--- src/rtl/vga_pkg.sv ---
// rtl/vga_pkg.sv - 640x480@60 VGA timing constants, RGB444 colour type and letterbox defaults
package vga_pkg;
  localparam int H_VISIBLE = 640;
  localparam int H_FRONT   = 16;
  localparam int H_SYNC    = 96;
  localparam int H_TOTAL   = 800;
  localparam int V_VISIBLE = 480;
  localparam int V_FRONT   = 10;
  localparam int V_SYNC    = 2;
  localparam int V_TOTAL   = 525;
  localparam int CNT_W     = 10;

  typedef logic [11:0] rgb444_t;

  localparam int      LB_WIDTH    = 320;
  localparam int      LB_HEIGHT   = 180;
  localparam int      LB_V_OFFSET = 60;
  localparam rgb444_t LB_BORDER   = 12'h000;
endpackage

--- src/rtl/vga_timing.sv ---
// rtl/vga_timing.sv - VGA h/v counters with visible/sync decode and a frame-line compare
// o_frame_line is high on the last pixel before the counters load (0, FRAME_LINE).
module vga_timing
  import vga_pkg::*;
#(
  parameter int FRAME_LINE = 0
) (
  input  logic             i_clk,
  input  logic             i_rst,
  input  logic             i_pix_stb,
  output logic [CNT_W-1:0] o_h,
  output logic [CNT_W-1:0] o_v,
  output logic             o_visible,
  output logic             o_hsync_n,
  output logic             o_vsync_n,
  output logic             o_frame_line
);
  localparam logic [CNT_W-1:0] H_LAST     = CNT_W'(H_TOTAL - 1);
  localparam logic [CNT_W-1:0] V_LAST     = CNT_W'(V_TOTAL - 1);
  localparam logic [CNT_W-1:0] H_VIS      = CNT_W'(H_VISIBLE);
  localparam logic [CNT_W-1:0] V_VIS      = CNT_W'(V_VISIBLE);
  localparam logic [CNT_W-1:0] HS_START   = CNT_W'(H_VISIBLE + H_FRONT);
  localparam logic [CNT_W-1:0] HS_END     = CNT_W'(H_VISIBLE + H_FRONT + H_SYNC);
  localparam logic [CNT_W-1:0] VS_START   = CNT_W'(V_VISIBLE + V_FRONT);
  localparam logic [CNT_W-1:0] VS_END     = CNT_W'(V_VISIBLE + V_FRONT + V_SYNC);
  localparam logic [CNT_W-1:0] FRAME_PREV = CNT_W'((FRAME_LINE == 0) ? V_TOTAL - 1 : FRAME_LINE - 1);

  logic [CNT_W-1:0] r_h;
  logic [CNT_W-1:0] r_v;

  always_ff @(posedge i_clk or posedge i_rst) begin
    if (i_rst) begin
      r_h <= '0;
      r_v <= '0;
    end else if (i_pix_stb) begin
      if (r_h == H_LAST) begin
        r_h <= '0;
        r_v <= (r_v == V_LAST) ? '0 : r_v + 1'b1;
      end else begin
        r_h <= r_h + 1'b1;
      end
    end
  end

  assign o_h          = r_h;
  assign o_v          = r_v;
  assign o_visible    = (r_h < H_VIS) && (r_v < V_VIS);
  assign o_hsync_n    = !((r_h >= HS_START) && (r_h < HS_END));
  assign o_vsync_n    = !((r_v >= VS_START) && (r_v < VS_END));
  assign o_frame_line = (r_h == H_LAST) && (r_v == FRAME_PREV);
endmodule

--- src/rtl/vram_scanout.sv ---
// rtl/vram_scanout.sv - VRAM read side: 320x180 frame at 2x into a centred 640x360 letterbox on 640x480@60 VGA
// Define SCANOUT_BORDER_EN to fill visible pixels outside the letterbox with BORDER_COLOR.
module vram_scanout
  import vga_pkg::*;
#(
  parameter int                     VRAM_A_WIDTH  = 16,
  parameter int                     COLOR_WIDTH   = 12,
  parameter int                     SCREEN_WIDTH  = LB_WIDTH,
  parameter int                     SCREEN_HEIGHT = LB_HEIGHT,
  parameter int                     V_OFFSET      = LB_V_OFFSET,
  parameter logic [COLOR_WIDTH-1:0] BORDER_COLOR  = COLOR_WIDTH'(LB_BORDER)
) (
  input  logic                    CLK,
  input  logic                    rst,
  input  logic                    pix_stb,
  input  logic [COLOR_WIDTH-1:0]  i_vram_data,
  input  logic                    i_is_layer_drawing,
  output logic [VRAM_A_WIDTH-1:0] o_address_screen,
  output logic [COLOR_WIDTH-1:0]  o_color,
  output logic                    o_hs,
  output logic                    o_vs,
  output logic                    o_blank,
  output logic                    o_screenend,
  output logic                    o_overrun
);
  localparam logic [CNT_W-1:0] H_LAST  = CNT_W'(H_TOTAL - 1);
  localparam logic [CNT_W-1:0] LB_TOP  = CNT_W'(V_OFFSET);
  localparam logic [CNT_W-1:0] LB_BOT  = CNT_W'(V_OFFSET + 2 * SCREEN_HEIGHT);
  localparam logic [CNT_W-1:0] LB_PREV = CNT_W'((V_OFFSET == 0) ? V_TOTAL - 1 : V_OFFSET - 1);
`ifdef SCANOUT_BORDER_EN
  localparam logic [COLOR_WIDTH-1:0] FILL_COLOR = BORDER_COLOR;
`else
  localparam logic [COLOR_WIDTH-1:0] FILL_COLOR = BORDER_COLOR & {COLOR_WIDTH{1'b0}};
`endif

  // Row base address as a constant shift-add over the set bits of SCREEN_WIDTH.
  function automatic logic [VRAM_A_WIDTH-1:0] row_base(input logic [CNT_W-1:0] y);
    logic [VRAM_A_WIDTH-1:0] acc;
    acc = '0;
    for (int i = 0; i < 32; i++) begin
      if (SCREEN_WIDTH[i]) acc = acc + (VRAM_A_WIDTH'(y) << i);
    end
    return acc;
  endfunction

  logic [CNT_W-1:0]        w_h;
  logic [CNT_W-1:0]        w_v;
  logic                    w_visible;
  logic                    w_hsync_n;
  logic                    w_vsync_n;
  logic                    w_frame_end;
  logic                    w_in_lb;
  logic                    w_lb_enter;
  logic [CNT_W-1:0]        w_row;
  logic [VRAM_A_WIDTH-1:0] w_addr;

  vga_timing #(
    .FRAME_LINE (V_OFFSET + 2 * SCREEN_HEIGHT)
  ) u_timing (
    .i_clk        (CLK),
    .i_rst        (rst),
    .i_pix_stb    (pix_stb),
    .o_h          (w_h),
    .o_v          (w_v),
    .o_visible    (w_visible),
    .o_hsync_n    (w_hsync_n),
    .o_vsync_n    (w_vsync_n),
    .o_frame_line (w_frame_end)
  );

  assign w_in_lb    = w_visible && (w_v >= LB_TOP) && (w_v < LB_BOT);
  assign w_lb_enter = (w_h == H_LAST) && (w_v == LB_PREV);
  assign w_row      = (w_v - LB_TOP) >> 1;
  assign w_addr     = row_base(w_row) + VRAM_A_WIDTH'(w_h >> 1);

  logic r_s0_lb;
  logic r_s0_vis;
  logic r_s0_hs;
  logic r_s0_vs;

  // Stage 0 registers the address and pixel flags; stage 1 muxes the returned data.
  always_ff @(posedge CLK or posedge rst) begin
    if (rst) begin
      o_address_screen <= '0;
      r_s0_lb          <= 1'b0;
      r_s0_vis         <= 1'b0;
      r_s0_hs          <= 1'b1;
      r_s0_vs          <= 1'b1;
      o_color          <= '0;
      o_hs             <= 1'b1;
      o_vs             <= 1'b1;
      o_blank          <= 1'b1;
      o_screenend      <= 1'b0;
      o_overrun        <= 1'b0;
    end else if (pix_stb) begin
      o_address_screen <= w_in_lb ? w_addr : '0;
      r_s0_lb          <= w_in_lb;
      r_s0_vis         <= w_visible;
      r_s0_hs          <= w_hsync_n;
      r_s0_vs          <= w_vsync_n;
      if (!r_s0_vis)    o_color <= '0;
      else if (r_s0_lb) o_color <= i_vram_data;
      else              o_color <= FILL_COLOR;
      o_hs             <= r_s0_hs;
      o_vs             <= r_s0_vs;
      o_blank          <= !r_s0_vis;
      o_screenend      <= w_frame_end;
      if (w_lb_enter && i_is_layer_drawing) o_overrun <= 1'b1;
    end
  end
endmodule
--- config.mk ---
export PLATFORM = sky130hd
export DESIGN_NAME = vram_scanout
export DESIGN_NICKNAME = d
export VERILOG_FILES = /design/src/rtl/vga_pkg.sv /design/src/rtl/vga_timing.sv /design/src/rtl/vram_scanout.sv
export SDC_FILE = /design/constraint.sdc
export NUM_CORES = 1
export LEC_CHECK = 0
export CAP_MARGIN = 10
export CORE_MARGIN = 2
export CORE_UTILIZATION = 45
export DETAILED_ROUTE_END_ITERATION = 8
export GPL_TIMING_DRIVEN = 0
export PLACE_DENSITY = 0.78
export SYNTH_ARGS = -nofsm -noshare
export SYNTH_HDL_FRONTEND = slang
export SYNTH_HIERARCHICAL = 1
export SYNTH_SLANG_ARGS = --single-unit
--- constraint.sdc ---
create_clock -name CLK -period 7.78 [get_ports CLK]
set_clock_uncertainty 0.1 [all_clocks]
set_input_delay 1.556 -clock CLK [delete_from_list [all_inputs] [get_ports CLK]]
set_output_delay 1.556 -clock CLK [all_outputs]
set_load 0.01 [all_outputs]
* Word level (Yosys, flattened, before mapping)
Index checks and enable logic that the tools add are counted.
Operators by class: $add $sub $neg 5, order comparisons 8, equality and inequality tests 4, mux-type cells 5, reductions and logical operators 13
Operator list (count):
- 10-bit by 9-bit less-than comparator with 1-bit output, second input constant | 3
- 12-bit two-way mux | 2
- 10-bit by 1-bit adder with 10-bit output, second input constant | 2
- 10-bit == test, second input constant | 2
- 10-bit less-than comparator, second input constant | 2
- 10-bit two-way mux | 2
- 15-bit by 16-bit adder with 16-bit output | 1
- 16-bit by 9-bit adder with 16-bit output | 1
- 16-bit two-way mux | 1
- 10-bit by 6-bit == test with 1-bit output, second input constant | 1
- 10-bit by 9-bit == test with 1-bit output, second input constant | 1
- 10-bit greater-or-equal comparator, second input constant | 1
- 10-bit by 6-bit greater-or-equal comparator with 1-bit output, second input constant | 1
- 10-bit by 9-bit greater-or-equal comparator with 1-bit output, second input constant | 1
- 10-bit by 6-bit subtractor with 10-bit output, second input constant | 1
- 1-bit logical AND | 8
- 2-bit AND reduction | 2
- 1-bit logical NOT | 3
Storage, ports and cells: register bits after elaboration 57, input bits 16, output and inout port bits 33, logic and storage cells 48

* Logic depth before layout (Yosys ltp)
Gate-level depths: netlist of run 1.
depth in word-level cells 5, mapped depth 11, gate-level depth less buffers 10

* Modules after synthesis
The synthesis of run 1 kept the hierarchy.
Modules (own cells, without submodules):
- vram_scanout | times used 1, cells each 211, area an instance 2079.5 um^2, sequential area each 932.1 um^2
- vga_timing | times used 1, cells each 124, area an instance 1138.6 um^2, sequential area each 500.5 um^2

* Least setup slack after synthesis of run 1
No wires, ideal clock.
path type in2reg, start point input port pix_stb, end point register u_timing.r_v[8] (netlist: u_timing/o_v[8]), library setup time 0.083 ns, data arrival time 2.704 ns, data required time 7.597 ns, slack 4.894 ns, cell stages on the path 5, path buffers 1, cell sequence nand2_1 -> or4_1 -> clkbuf_2 -> or4_1 -> o21ai_0
On the way: cells in the longest elaborated chain, start to end 1
RTL lines:
- start, declared | line vram_scanout.sv:15 | input logic pix_stb,
- 2-bit AND reduction (no source line)
- end signal, assigned | line vga_timing.sv:38 | r_v <= (r_v == V_LAST) ? '0 : r_v + 1'b1;
- end, declared | line vga_timing.sv:29 | logic [CNT_W-1:0] r_v;
No other way between the ends. A chain may end at the register's enable or synchronous reset.

* Worst setup path after layout of run 1
Same ends and word-level chain as after synthesis.

==> results of run 1 <==
-- state kept, by name, indices dropped and copies added, names as in the netlist, 10 cells and up --
| register | count |
|---|---|
| o_address_screen | 16 |
| o_color | 12 |
| u_timing/o_h | 10 |
| u_timing/o_v | 10 |
-- through the flow --
step / worst slack (ps) / utilization / hold slack [ps] / cells
after floorplan: 4890 / - / 300 / 335
after detailed placement: 4030 / 0.560 / 356 / 480
after global routing: 4240 / 0.590 / 372 / 496
after CTS: 4400 / 0.590 / 356 / 496
after global placement: 4090 / 0.556 / 334 / 479
final: 4380 / 0.590 / 355 / 496
-- final cells by class --
class                           count  area (sq um)  area share
Clock inverter                      6          66.3      0.0164
Tap cell                           96           120      0.0297
Clock buffer                       10           138      0.0340
Multi-Input combinational cell    224          1580       0.389
Timing Repair Buffer               49           508       0.125
Inverter                           45           169      0.0417
Sequential cell                    57          1430       0.354
Buffer                              9          40.0     0.00989
-- critical path, stage by stage --
cell	delay, ps
clkdlybuf4s50_1	650
nand2_1	150
or4_1	410
clkbuf_2	180
or4_1	520
o21ai_0	90
-- worst max-delay path by stage --
stage,startpoint,endpoint
2_1_floorplan,pix_stb,u_timing/o_v[8]
3_3_place_gp,pix_stb,u_timing/o_v[8]
3_5_place_dp,pix_stb,u_timing/o_v[8]
4_1_cts,pix_stb,u_timing/o_v[8]
5_1_grt,pix_stb,u_timing/o_v[9]
6_report,pix_stb,u_timing/o_v[8]
-- power by group through the flow --
stage / registers [mW] / clock network (mW) / logic [mW]
6_report: 0.372 / 0.288 / 0.141
5_1_grt: 0.378 / 0.308 / 0.159
4_1_cts: 0.371 / 0.292 / 0.143
3_5_place_dp: 0.377 / 0 / 0.142
3_3_place_gp: 0.376 / 0 / 0.134
2_1_floorplan: 0.376 / 0 / 0.0706
-- logic make-up after synthesis --
family                   share of synthesized area
AO/OA/AOI/OAI                                0.124
XOR/XNOR                                    0.0622
adder cells (fa/ha/maj)                      0.102
buffers and inverters                       0.0649
flip-flops                                   0.445
multiplexers                                0.0346
AND/OR/NAND/NOR                              0.167
-- placed cells by master, fill, tap and decap left out, types with 10 or more instances in the layout --
master / count
nor2_1: 15
nand2_1: 35
clkbuf_8: 10
ha_1: 23
xnor2_1: 12
o21ai_0: 12
clkdlybuf4s50_1: 48
inv_1: 45
dfrtp_1: 52
o21ai_1: 21
-- routing by layer --
metal / wire length, um / share of wire / GRT usage
met5: 0 / 0 / 0
met4: 89 / 0.012 / 0.0799
met3: 362 / 0.050 / 0.0578
met2: 3540 / 0.49 / 0.321
met1: 3270 / 0.45 / 0.258
==> summary by stage, run 1 <==
Run status
The run finished with clean final reports.

Power and ir drop
After layout, the design draws a total of 802 uW. The clock network fraction of total power is 0.360. The cell leakage power is 1.76 nW.

Of the total power, the share spent switching nets is 0.297. The share of total power dissipated in sequential elements is 0.465. IR analysis of the VDD net gives a maximum drop of 91.0 uV. Of the total power, combinational logic draws 0.176.

For this design the ratio of total power to cell area is around 200 nW/um^2. The internal portion of total power is 564 uW. The net switching power of the design is around 240 uW.

Timing
The max-slew headroom at the worst pin is 0.482. The worst path in the final design needs a cycle of 3400 ps, including I/O delays and setup. The maximum clock frequency is 294 MHz.

The share of the clock period used by the worst path after layout is 0.437. The count of final hold-check violations is 0. The slew of the pin with the lowest slew margin is 776 ps.

Setup repair after global routing left no endpoint under its margin. The number of max-slew violations in the final report was 0. Setup violations remaining at the end of the flow were counted as 0. The final total negative setup slack is 0 ps.

Yosys
The number of synthesized flops with an enable pin is 0. The cell with the most instances after synthesis is dfrtp_1. After synthesis, the mean cell area works out to 9.61 sq um. The Yosys warning count is 6. The number of nets handed over by synthesis was roughly 380. The primary flip-flop cell chosen by synthesis mapping is dfrtp_1.

The share of the synthesized area in the top cell type is 0.404. The number of different library cells in the post-synthesis netlist is 49. For this run, asynchronously set or reset flops after synthesis account for 1.00. Of the synthesized area, sequential elements account for 0.445. The instance count of the mapped netlist is 335. The synthesized flop and latch total is 57.

The netlist area before placement is 3220 sq um. The commonest cells after synthesis are 52 x dfrtp_1, 45 x inv_1, 35 x nand2_1. After synthesis, the cell types taking the most area are dfrtp_1 40%, ha_1 8.9%, inv_1 5.2%.

The library cell with the largest summed area after synthesis is dfrtp_1.

Worst hold path
The number of stages on the worst hold path is 1. The worst hold path terminates at o_blank. The tightest min-delay check is of the flop to flop type.

The startpoint identified for the worst hold timing path is r_s0_vis.

Cells and area
The design area is 4050 sq um. In the final layout, the share of cells above drive strength 1 is 0.0900. The number of inserted diodes is 0. The net count of the finished layout is 436.

The number of fill cells in the layout is 589. The area growth from synthesis to layout is 25.9%.

Route
The final layout contains routed wiring with a total length of a little over 7000 um. The number of detailed-route iterations in the first pass is 5. The count of nets left with antenna violations once routing finished came out at 0.

The via count normalized by instance count is 5.31. For this block, the initial DRC count from the detailed router was approximately 140. The count of vias placed by the detailed router is between 2000 and 3000. The detailed-route wire length per cell is 14.6 um. The DRC violation count after routing is 0.

Worst setup path
The logic depth of the worst register-to-register path is 10. The arrival time at the worst endpoint is 3570 ps. The required time at the endpoint of the critical path is between 7000 and 8000 ps. In this run the critical register-to-register path is launched from u_timing/o_v[3]. The destination of the worst register-to-register timing path is o_address_screen[13]. The startpoint type of the worst setup path is an input pin. The endpoint class of the critical path is a flop. The critical path is of the input pin to flop type. The critical-path maximum fanout is 9. The setup slack of the most critical reg-to-reg path is around 4700 ps.

Global route
The initial antenna violation count is 0. The number of global-route vias before repair is between 2000 and 3000. After global routing the overflow that remains totals 0. The first global-routing pass estimated 12100 um of wire. In the global route stage, overall resource usage came out at 0.201. Entering global routing, the biggest net connects 24 pins.

Clock tree
The TritonCTS clock tree is built. The root buffer cell chosen for the clock tree is clkbuf_8. The largest buffer count on any clock path is 2.

In this run the number of H-tree levels came out at 3. The post-cts resize count is 0. Counting every sink on the clock net gives 57.

Clock-pin slew was measured on the worst setup and hold paths at 70 ps. After clock tree synthesis, the flow added hold-fix buffers numbering 0. After clock tree synthesis, the setup repair step added 0 buffers. The clock latency reported for the late side of the worst-skew pair is between 300 and 400 ps. The total clock buffers created by CTS is 9.

Floorplan
The core region is 6870 sq um. From bottom edge to top edge, the die measures 88.6 um. The starting utilization of the core area is 0.468. The number of top-level pins is 49. The chip width is ~89 um. The area enclosed by the die boundary is 7840 sq um.

The number of rows in the core area is 30.

Placement
The total placed instance area is 3850 sq um. The total of buffers placed on input and output ports is 48. At the end of routability-driven placement, the weighted congestion stood at 0.883.

Detailed placement finished with a half-perimeter wire length of a little over 5000 um.

Run
Across the run, the number of max-cap violations was 0.
Power figures use the tool's default switching activity.
==> inputs of run 2 (changes only) <==
PLACE_DENSITY = 0.81   (was 0.78)
clock period = 2.8 ns   (was 7.78 ns; I/O delays follow)
==> summary by stage, run 2 (synthesized netlist as in run 1, its figures left out) <==
Clock tree
The TritonCTS clock tree is built. The clock sink count is 57. The clock tree root buffer cell is clkbuf_8. The total number of H-tree levels is 3.

The clock-pin slew reported for the worst setup and hold paths after clock tree synthesis is 60 ps. The total clock buffers created by CTS is 9. The longest clock path from root to sink contains 2 buffers.

The clock latency reported for the late side of the worst-skew pair is 350 ps.

Power and ir drop
Cell internal power was estimated by the tool at ~1.7 mW. The sequential share of power is 0.441. For this design the total switching power over the nets is roughly 640 uW.

Of the total power, the share spent switching nets is 0.271. The share of total power dissipated in combinational logic is 0.165. The power per unit of standard cell area is 547 nW/um^2.

The largest voltage drop on the vdd net is 240 uV. The clock network fraction of total power is 0.394. The cell leakage power is 1.84 nW.

Floorplan
Measured along the x axis, the die boundary spans 88.6 um. The number of rows in the core area is 30. The number of top-level pins is 49.

The starting utilization of the core area is 0.468. The overall die height is 88.6 um. After floorplanning, the core was sized to cover 6870 sq um.

The area enclosed by the die boundary is 7840 sq um.

Timing
The count of final hold-check violations is 0. Adding up every negative setup slack in the final design gives 0 ps. The max-slew headroom at the worst pin is 0.469. The share of the clock period used by the worst path after layout is 0.969. The number of max-slew violations in the final report is 0. The final count of negative-setup-slack endpoints is 0. For the pin with the worst max-slew slack, the measured transition is 796 ps. The maximum clock frequency is between 300 and 400 MHz. The time the worst path needs with I/O delays and setup is approximately 2700 ps.

Cells and area
From synthesis to final layout, the design area changed by 33.4%. The number of nets in the finished design is approximately 450. The share of the core filled with cells is 0.625. The register with the most flip-flops in the layout has 16 of them. The largest registers in the layout are o_address_screen (16), o_color (12). Leaving out fill and tap cells, the most frequent cells in the layout are 48 x clkdlybuf4s50_1, 48 x dfrtp_1, 42 x inv_1, 35 x nand2_1, 21 x o21ai_1. The finished layout holds 504 standard cells, fillers aside. Ranked by flip-flop count, first place goes to o_address_screen. The fraction of layout cells with a size suffix above 1 is 0.164.

0 antenna diodes ended up in the layout.

Route
For this run, design rule violations remaining after detail routing come to 0. The detailed router finished its first iteration with around 140 violations. The number of detailed-route iterations in the first pass is 5. The detailed-route wire length per cell is ~15 um. The count of vias placed by the detailed router is roughly 2700. The wire length after detailed routing is ~7600 um. In this run the remaining antenna-violating nets after routing total 0. Dividing the detail-routed via count by the number of cells gives approximately 5.4.

Worst setup path
Among cell families on the critical path, the largest total delay comes from adder cells. The dominant cell type by count on the critical path is inv_2. The startpoint type of the worst setup path is a flop.

Traced cell by cell, the critical path runs through inv_2 > ha_4 > fa_1 > inv_2 > fa_2 > nand2b_4 > a21oi_4 > a31oi_1 > xor2_1 > o22ai_1. For this design, the slowest cell found on the critical path is fa_1. The critical-path maximum fanout is 5. STA puts the critical path data arrival time at 2810 ps.

The largest incremental delay on the critical path is about 590 ps. The setup slack of the most critical reg-to-reg path is between 80 and 90 ps. The kind of critical path is flop to flop. The buffer and inverter count on the worst path is 2.

The required time at the endpoint of the critical path is 2900 ps. The endpoint class of the critical path is a flop.

Worst hold path
In this run the worst hold path is classified as flop to flop.

Global route
The wire length of the first global-routing pass is 11800 um. The number of global-route vias before repair is between 2000 and 3000. The total grt overflow is 0.

The maximum number of pins on one net before global-route repair is 21. The total track usage is 0.195. The initial antenna violation count is 0.

Placement
The global placer's final weighted congestion is 0.886. The number of placed instances, taps included, is 480. The HPWL after detailed placement is 5030 um. The total of buffers placed on input and output ports is 48.

Run
The tool flagged a number of max-cap violations equal to 0.

Run status
The flow ran to the end, and the final reports show no timing, DRC or antenna violations.
run 2: cell types whose count changed in the layout (fill, tap and decap cells not counted), moves of 2 or more:
cell / change
a21oi_1: -4
ha_4: +6
inv_1: -3
bufinv_16: +2
buf_4: +9
dfrtp_1: -4
ha_1: -7
inv_2: +3
dfrtp_2: +4
a21oi_2: +3
clkinvlp_4: -2
run 2: per-layer routing:
metal | GRT usage | routed length, um | vias to the layer above
met5 | 0 | 0 | -
met3 | 0.0485 | 428 | 16
met1 | 0.263 | 3220 | 1326
li1 | - | - | 1288
met2 | 0.298 | 3800 | 101
met4 | 0.0895 | 160 | 0
run 2: metrics by stage:
step / setup slack, ps / cell area [sq um] / power (mW) / hold WS, ps
after floorplan: 35.7 / 3220 / 1.24 / 300
after global placement: -176 / 3820 / 1.41 / 336
after detailed placement: -250 / 3850 / 1.44 / 351
after CTS: 17.3 / 4120 / 2.35 / 361
after global routing: -40.6 / 4290 / 2.45 / 376
final: 88.0 / 4290 / 2.35 / 369
run 2: worst paths after layout:
| kind | start | endpoint | cells after the start |
|---|---|---|---|
| setup / recovery | u_timing/o_v[3] | o_address_screen[13] | 10 |
| hold / removal | r_s0_vis | o_blank | 1 |
| setup reg to reg | u_timing/o_v[3] | o_address_screen[13] | 10 |
| hold reg to reg | r_s0_vis | o_blank | 1 |
| max in group asynchronous | rst | o_address_screen[14] | 3 |
| min in group asynchronous | rst | u_timing/o_h[2] | 2 |
run 2: area by class of cell:
class	count	area (sq um)
Multi-Input combinational cell	224	1720
Fill cell	527	2580
Clock inverter	6	108
Buffer	9	40.0
Timing Repair Buffer	58	576
Inverter	45	169
Clock buffer	9	124
Sequential cell	57	1440
Tap cell	96	120
run 2: worst register-to-register path: stages (launching register included):
cell	delay (ps)
dfrtp_2	450
inv_2	80
ha_4	200
fa_1	590
inv_2	60
fa_2	400
nand2b_4	160
a21oi_4	170
a31oi_1	120
xor2_1	170
o22ai_1	80
run 2: power by group through the flow:
| stage | clock [mW] | combinational (mW) | sequential [mW] |
|---|---|---|---|
| final | 0.924 | 0.388 | 1.04 |
| after global routing | 0.973 | 0.428 | 1.05 |
| after CTS | 0.929 | 0.394 | 1.03 |
| after detailed placement | 0 | 0.391 | 1.05 |
| after global placement | 0 | 0.373 | 1.04 |
| after floorplan | 0 | 0.196 | 1.04 |
run 2: repair_timing:
item | in CTS | in global routing
resized for setup | 8 | 18
endpoints found under the setup margin | 5 | 5
gates cloned | 0 | 0
endpoints found under the hold margin | 0 | 0
hold buffers | 0 | 0
setup buffers | 2 | 7
pin swaps | 2 | 6
==> inputs of run 3 (changes only) <==
SKIP_CTS_REPAIR_TIMING = 1   (was not set)
==> summary by stage, run 3 (synthesized netlist as in run 1, its figures left out) <==
Timing
The time the worst path needs with I/O delays and setup is 2760 ps. The share of the clock period used by the worst path after layout is 0.985. Setup repair after global routing could not meet its margin everywhere. Measured against its own limit, the worst slew margin works out to 0.476.

The final total negative setup slack is 0 ps. The maximum clock frequency is 362 MHz. For the pin with the worst max-slew slack, the measured transition is 785 ps. The final count of negative-setup-slack endpoints is 0.

The number of max-slew violations in the final report came to 0. Hold timing on the final database bottoms out at a slack of 366 ps. The count of final hold-check violations was 0.

Worst setup path
In this run the critical register-to-register path is launched from u_timing/o_v[2]. The critical-path maximum fanout is 5. The largest delay contributor family on the critical path is adder cells. Together, buffers and inverters on the worst path number 2. The largest incremental delay on the critical path is 540 ps.

Data on the critical path is required at its endpoint by slightly below 3000 ps. The beginning of the critical path is u_timing/o_v[2]. The worst setup path is captured at a flop. The arrival time at the worst endpoint is 2860 ps. Among all stages on the critical path, the largest delay is contributed by fa_1. The worst setup path is of the flop to flop kind.

The startpoint type of the worst setup path is a flop. Traced cell by cell, the critical path runs through inv_2 > ha_4 > fa_1 > inv_1 > fa_2 > nand2b_4 > a21oi_4 > a31oi_1 > xor2_1 > o22ai_1.

Placement
At the end of routability-driven placement, the weighted congestion stood at about 0.89. The total of buffers placed on input and output ports is 48. The HPWL after detailed placement is between 5000 and 6000 um.

Global route
The number of global-route vias before repair is ~2500. Across every metal layer, demand over resource in global routing totals 0.193. The total grt overflow is 0. The initial antenna violation count is 0. Entering global routing, the biggest net connects 21 pins. The first global-routing pass estimated 11600 um of wire.

Floorplan
The starting utilization of the core area is 0.468. The area enclosed by the die boundary is 7840 sq um. The die is 88.6 um wide. The core region is roughly 6900 sq um. The overall die height is about 89 um.

The number of top-level pins is 49. The floorplan has 30 rows.

Run
The number of maximum-capacitance violations is 0.

Clock tree
The total number of H-tree levels is 3. The clock tree root buffer cell is clkbuf_8. The later pin in the worst-skew pair is clocked with a latency of 350 ps. TritonCTS built the clock tree. Counting the buffers created by CTS gives 9.

The clock sink count is 57. The longest clock path from root to sink contains 2 buffers. The clock-pin slew reported for the worst setup and hold paths after clock tree synthesis is 70 ps.

Route
The count of vias placed by the detailed router is 2700. The count of nets left with antenna violations once routing finished came out at 0. Dividing the detail-routed via count by the number of cells gives 5.36. The number of detailed-route iterations in the first pass is 4.

The wire length after detailed routing is 7460 um. The first-iteration detailed-routing DRC count is 135. After detailed routing, the number of remaining DRC violations is 0. Dividing the detail-routed wire length by the instance count gives between 10 and 15 um.

Worst hold path
The classification of the worst-slack hold path is flop to flop. The worst hold path begins at r_s0_vis.

Run status
The run finished with clean final reports.

Cells and area
The fraction of layout cells with a size suffix above 1 is 0.154. The number of inserted diodes is 0. The most flop-heavy register is o_address_screen. For this run, the share of the core covered by cells in the final layout is 0.618. The layout has 537 filler cells. The number of nets in the finished design is 445. The layout overhead on the synthesized area is 31.9%.

The most common cell after layout, fill and taps aside is clkdlybuf4s50_1. The top cell types in the final layout, fill and taps aside, are 48 x clkdlybuf4s50_1, 46 x dfrtp_1, 43 x inv_1, 35 x nand2_1, 21 x o21ai_1. The largest registers in the layout are o_address_screen (16), o_color (12). The register with the most flip-flops in the layout has 16 of them.

Power and ir drop
Dividing total power by cell area gives a power density of 553 nW/um^2. The cell leakage power is 1.84 nW. VDD sags by at most between 200 and 250 uV.
run 3: cell counts in the layout (fill, tap and decap cells not counted):
No cell type changed its count.
run 3: worst reg2reg max path: cells and delay by family (launching register included):
family / cells / cell delay, ps
and+or+nand+nor: 1 / 160
AOI/OAI and AO/OA: 3 / 390
xor gates and xnor gates: 1 / 170
DFF: 1 / 430
adders and majority gates: 3 / 1160
buffers and inverters: 2 / 210
run 3: cell type report:
class | instances | area [sq um] | share of cell area
buffer | 9 | 40.0 | 0.00943
sequential | 57 | 1440 | 0.339
inverter | 45 | 169 | 0.0398
multi-input combinational | 224 | 1670 | 0.393
clock buffer | 9 | 124 | 0.0292
timing repair buffer | 58 | 576 | 0.136
tap | 96 | 120 | 0.0283
clock inverter | 6 | 108 | 0.0253
run 3: path summary, 6_finish.rpt:
kind,end,slack [ps],cells after the start
setup / recovery,o_address_screen[13],40,10
hold / removal,o_blank,370,1
setup reg to reg,o_address_screen[13],40,10
hold reg to reg,o_blank,370,1
max in group asynchronous,o_address_screen[14],1440,3
min in group asynchronous,u_timing/o_h[2],590,2
run 3: metrics by stage:
stage          area [sq um]  setup slack, ps  std cells  power [mW]
2_1_floorplan          3220             35.7        335        1.24
3_3_place_gp           3820             -176        479        1.41
3_5_place_dp           3850             -250        480        1.44
4_1_cts                4080             -274        495        2.35
5_1_grt                4250            -79.6        504        2.45
6_report               4250             41.3        504        2.35
run 3: report_power, final:
group	switching [mW]	internal [mW]	total, mW
sequential	0.116	0.920	1.04
combinational	0.179	0.210	0.389
clock	0.340	0.582	0.923
run 3: layer usage:
layer  wire (um)  part of all wire  GRT usage  vias up
met4         163             0.022     0.0868        0
met5           0                 0          0        -
met1        3240              0.43      0.255     1299
met3         370             0.050     0.0485       18
li1            -                 -          -     1297
met2        3690              0.49      0.299       86
